<file path="src/rtl/secuenciador_captura_vga.sv">
// Scans the date/time/timer mux fields into a work bank and publishes a consistent
// snapshot to a display bank read by the VGA character generator.
module secuenciador_captura_vga #(
    parameter int unsigned N_CAMPOS   = 9,
    parameter int unsigned SETTLE_CYC = 2
) (
    input  logic       clk,
    input  logic       reset,
    input  logic       tick_refresco,
    input  logic [7:0] dato_mux,
    input  logic       am_mux,
    output logic [3:0] seleccion_dato,
    input  logic [3:0] rd_idx,
    output logic [7:0] rd_dato,
    output logic       am_disp,
    output logic       timer_cero,
    output logic       busy,
    output logic       frame_valid
);

    localparam int unsigned CNT_W     = $clog2(SETTLE_CYC + 1);
    localparam int unsigned IDX_HORAS = 3;
    localparam int unsigned IDX_TMR0  = 6;
    localparam int unsigned IDX_TMR1  = 7;
    localparam int unsigned IDX_TMR2  = 8;

    typedef enum logic [1:0] {
        IDLE,
        SETTLE,
        CAPTURE,
        DONE
    } estado_t;

    estado_t            estado;
    logic [3:0]         idx;
    logic [CNT_W-1:0]   cnt;
    logic               am_work;
    logic [7:0]         work [N_CAMPOS];
    logic [7:0]         disp [N_CAMPOS];

    // Scan sequencer; the display bank only changes on the DONE edge.
    always_ff @(posedge clk) begin
        if (reset) begin
            estado         <= IDLE;
            idx            <= '0;
            cnt            <= '0;
            seleccion_dato <= '0;
            am_work        <= 1'b1;
            am_disp        <= 1'b1;
            timer_cero     <= 1'b0;
            busy           <= 1'b0;
            frame_valid    <= 1'b0;
            for (int i = 0; i < int'(N_CAMPOS); i++) begin
                work[i] <= 8'h00;
                disp[i] <= 8'h00;
            end
        end else begin
            frame_valid <= 1'b0;
            case (estado)
                IDLE: begin
                    if (tick_refresco) begin
                        estado         <= SETTLE;
                        idx            <= '0;
                        seleccion_dato <= '0;
                        cnt            <= '0;
                        busy           <= 1'b1;
                    end
                end
                SETTLE: begin
                    if (cnt == CNT_W'(SETTLE_CYC - 1)) begin
                        estado <= CAPTURE;
                    end else begin
                        cnt <= cnt + CNT_W'(1);
                    end
                end
                CAPTURE: begin
                    work[idx] <= dato_mux;
                    if (idx == 4'(IDX_HORAS)) begin
                        am_work <= am_mux;
                    end
                    if (idx == 4'(N_CAMPOS - 1)) begin
                        estado <= DONE;
                    end else begin
                        idx            <= idx + 4'd1;
                        seleccion_dato <= idx + 4'd1;
                        cnt            <= '0;
                        estado         <= SETTLE;
                    end
                end
                DONE: begin
                    for (int i = 0; i < int'(N_CAMPOS); i++) begin
                        disp[i] <= work[i];
                    end
                    am_disp     <= am_work;
                    timer_cero  <= (work[IDX_TMR0] | work[IDX_TMR1] | work[IDX_TMR2]) == 8'h00;
                    frame_valid <= 1'b1;
                    busy        <= 1'b0;
                    estado      <= IDLE;
                end
                default: estado <= IDLE;
            endcase
        end
    end

    assign rd_dato = (rd_idx < 4'(N_CAMPOS)) ? disp[rd_idx] : 8'h00;

endmodule

</file>
<file path="config.mk">
export PLATFORM = sky130hd
export DESIGN_NAME = secuenciador_captura_vga
export DESIGN_NICKNAME = d
export VERILOG_FILES = /design/src/rtl/secuenciador_captura_vga.sv
export SDC_FILE = /design/constraint.sdc
export NUM_CORES = 1
export LEC_CHECK = 0
export BUFFER_PORTS_ARGS = -buffer_cell sky130_fd_sc_hd__buf_2
export CAP_MARGIN = 20
export CORE_MARGIN = 10
export CORE_UTILIZATION = 60
export CTS_BUF_LIST = sky130_fd_sc_hd__clkbuf_4
export CTS_CLUSTER_DIAMETER = 80
export DETAILED_ROUTE_END_ITERATION = 10
export PLACE_DENSITY_LB_ADDON = 0.12
export SLEW_MARGIN = 20
export SYNTH_ARGS = -nofsm -noshare
export SYNTH_HDL_FRONTEND = slang
export SYNTH_SLANG_ARGS = --single-unit
</file>
<file path="constraint.sdc">
create_clock -name clk -period 6.8 [get_ports clk]
set_input_delay 0.34 -clock clk [delete_from_list [all_inputs] [get_ports clk]]
set_output_delay 0.34 -clock clk [all_outputs]
set_load 0.005 [all_outputs]
</file>
==> qor.yml <==
cts:
  worstSkewPairLatency_ps: 530
  cts_buffers: 17
  cts_buffer_depth: 2
  cts_sinks: 157
  cts_tree: "done"
  cts.repair.resized: 0
  ctsHtreeMaxLevel: 4
  cts_root_buf: "clkbuf_4"
  cts.clk_slew.worst_paths_ps: 120
synth:
  synth_edf_count: 144
  avgSynthCellArea_um2: 14.4
  synth_warnings: 0
  syn-num-nets: 492
  yosys-top-cells-area: "edfxtp_1 (64%), and2_1 (7.5%), and3_1 (5.9%), dfxtp_1 (3.8%), mux4_2 (2.7%)"
  synthDistinctLibCells: 43
  post-synth-top-count-cell: "edfxtp_1"
  seq_area_frac_synth_pct: 67.6
  synthTopCellsByCount: "edfxtp_1 (144), and2_1 (81), and3_1 (64), nand2_1 (24)"
  syn_area_um2: 6780
  synth_largest_area_cell: "edfxtp_1"
  ys_seq_elements: 157
  syn_inst: 471
  synthFlopType: "edfxtp_1"
  synthArstFlopShare_pct: 0
  synth_top_area_share_pct: 63.8
cells_and_area:
  drive_gt1_share_pct: 17.9
  area_growth_pct: 7.58
  n_antenna_cell: 0
  fill_cells: 815
  nNetsFinal: 515
  final_area_um2: 7300
worst_setup_path:
  r2r_cells: 5
  path_class: "reg -> reg"
  crit_path_end_kind: "register"
  crit_path_max_fanout: 19
  r2r_slack_ps: 4270
  critPathArrivalTime_ps: 2700
  rr_endpoint: "work[8][2]"
  crit_path_start_kind: "register"
  required_ps: 6970
  reg2reg_from: "idx[0]"
power_and_ir_drop:
  p_leak_nw: 2.94
  switching_share_pct: 22.1
  internal_power_mw: 1.34
  powerDensity_nw_per_um2: 236
  combPwrFrac_pct: 5.1
  vdd_drop_max_uv: 121
  p_clk_share_pct: 30.9
  seqPwrFrac_pct: 63.9
  switchingPower_mw: 0.381
placed_design:
  hpwl_um: 8700
  io_buffers: 31
  dpl_cell_area_um2: 7010
  gp_congestion: 0.789
timing:
  maxSlewViolCount: 0
  slew_headroom_pct: 35.6
  final.setup_skew_ps: 14.8
  fin_crit_sh_pct: 37.2
  period_minus_slack_ps: 2530
  max_freq_mhz: 396
  worst_pin_slew_ps: 966
  rsz0062_at_grt: "no"
  fin_setup_tns_ps: 0
  finalSetupViolCount: 0
  hold_viol: 0
detailed_routing:
  drt_iter0_markers: 327
  wl_um: 13000
  vias: 3737
  detail-route-antenna-nets: 0
  wl_per_cell_um: 20.1
  drc_errors: 0
  vias_per_cell: 5.78
  drtPass1Iterations: 5
floorplan:
  die_y_um: 126
  die-area_um2: 16000
  ioPinCount: 32
  rows: 38
  dieWidth_um: 126
  core_um2: 10900
  start_util_pct: 62.0
flow_run:
  maxCapViolCount: 0
global_route:
  grt_pass1_wl_um: 20500
  grt_max_degree: 75
  antenna_found_initial: 0
  grt_pass1_vias: 3667
  overflow: 0
  grtUsageTotal_pct: 16.7
hold_path:
  holdPathStages: 4
  worstHoldStart: "tick_refresco"
  hold_path_end: "busy"
  hold_path_class: "in -> reg"
run_status:
  outcome: "complete, no violations"
[registers in the layout, summed over array words and instances (netlist names)]
register	cells
timer_cero	1
cnt	2
estado	2
am_disp	1
busy	1
frame_valid	1
disp	72
idx	4
work	72
am_work	1
[stage by stage]
step                      setup slack (ps)  utilization, %  hold WS [ps]  total power [mW]  cells
after global placement                4330            63.7           433              1.21    612
after detailed placement              4290            64.1           439              1.21    614
final                                 4270            66.7           245              1.72    647
after CTS                             4260            66.7           216              1.73    647
after global routing                  4000            66.7           200              1.79    647
after floorplan                       4020               -           424              1.17    471
[cell type report]
class                   instances  area [um2]  share of cell area (%)
flip-flops and latches        157        4580                    62.8
inverters                       5        18.8                   0.257
multi-input cells             277        2020                    27.7
repair buffers                 36         228                    3.12
clock buffers                  20         150                    2.06
clock inverters                12         123                    1.68
well taps                     140         175                    2.40
[metal layers]
layer	vias to the layer above	share of wire, %	global-route usage [%]
met2	124	46	24.6
met3	19	8.3	5.66
met5	-	0	0
met1	1790	44	22.8
li1	1804	-	-
met4	0	1.8	5.69
[cell families (layout without fill, tap and decap cells)]
group           after synthesis  after routing  share of synthesized area, %
compound gates               44             44                          4.57
fa+ha+maj                     5              5                         0.922
buf+inv                      37             73                          2.88
flops                       157            157                          67.6
mux                          24             24                          5.17
simple gates                204            204                          18.9
[power by group through the flow]
stage / Sequential (mW) / Clock, mW / Combinational [mW]
3_5_place_dp: 1.12 / 0 / 0.0892
5_1_grt: 1.10 / 0.585 / 0.0969
4_1_cts: 1.10 / 0.538 / 0.0900
3_3_place_gp: 1.12 / 0 / 0.0871
6_report: 1.10 / 0.532 / 0.0885
2_1_floorplan: 1.11 / 0 / 0.0612
[cells in the final DEF, fill, tap and decap left out, types with 4 or more instances in the layout]
cell type	count
edfxtp_1	144
and2_1	81
and3_1	64
buf_2	31
nand2_1	24
clkbuf_4	20
dfxtp_1	13
a31oi_1	9
a21o_1	9
mux4_2	8
mux2_2	8
mux2i_1	8
o221ai_1	8
nor4_1	6
clkinvlp_4	6
inv_1	5
nand2b_1	5
a21oi_1	5
ha_1	5
nor2_1	4
[worst max-delay path by stage]
stage / startpoint / cells past startpoint / to / slack, ps
after CTS: idx[0] / 5 / work[8][2] / 4260
after global placement: idx[0] / 5 / work[8][1] / 4330
final: idx[0] / 5 / work[8][2] / 4270
after detailed placement: idx[0] / 5 / work[8][3] / 4290
after floorplan: reset / 2 / disp[0][0] / 4020
after global routing: idx[0] / 5 / work[8][0] / 4000
[worst max-delay path, cell delays in order (launching register included)]
cell,delay [ps]
dfxtp_1,410
inv_1,120
ha_1,510
and3b_1,370
nand2_1,180
o21bai_1,580
[timing repair]
action / 4_1_cts / 5_1_grt
hold endpoints to repair: 1 / 0
setup buffers: 0 / 0
hold buffers: 1 / 0
Power figures use the tool's default switching activity.
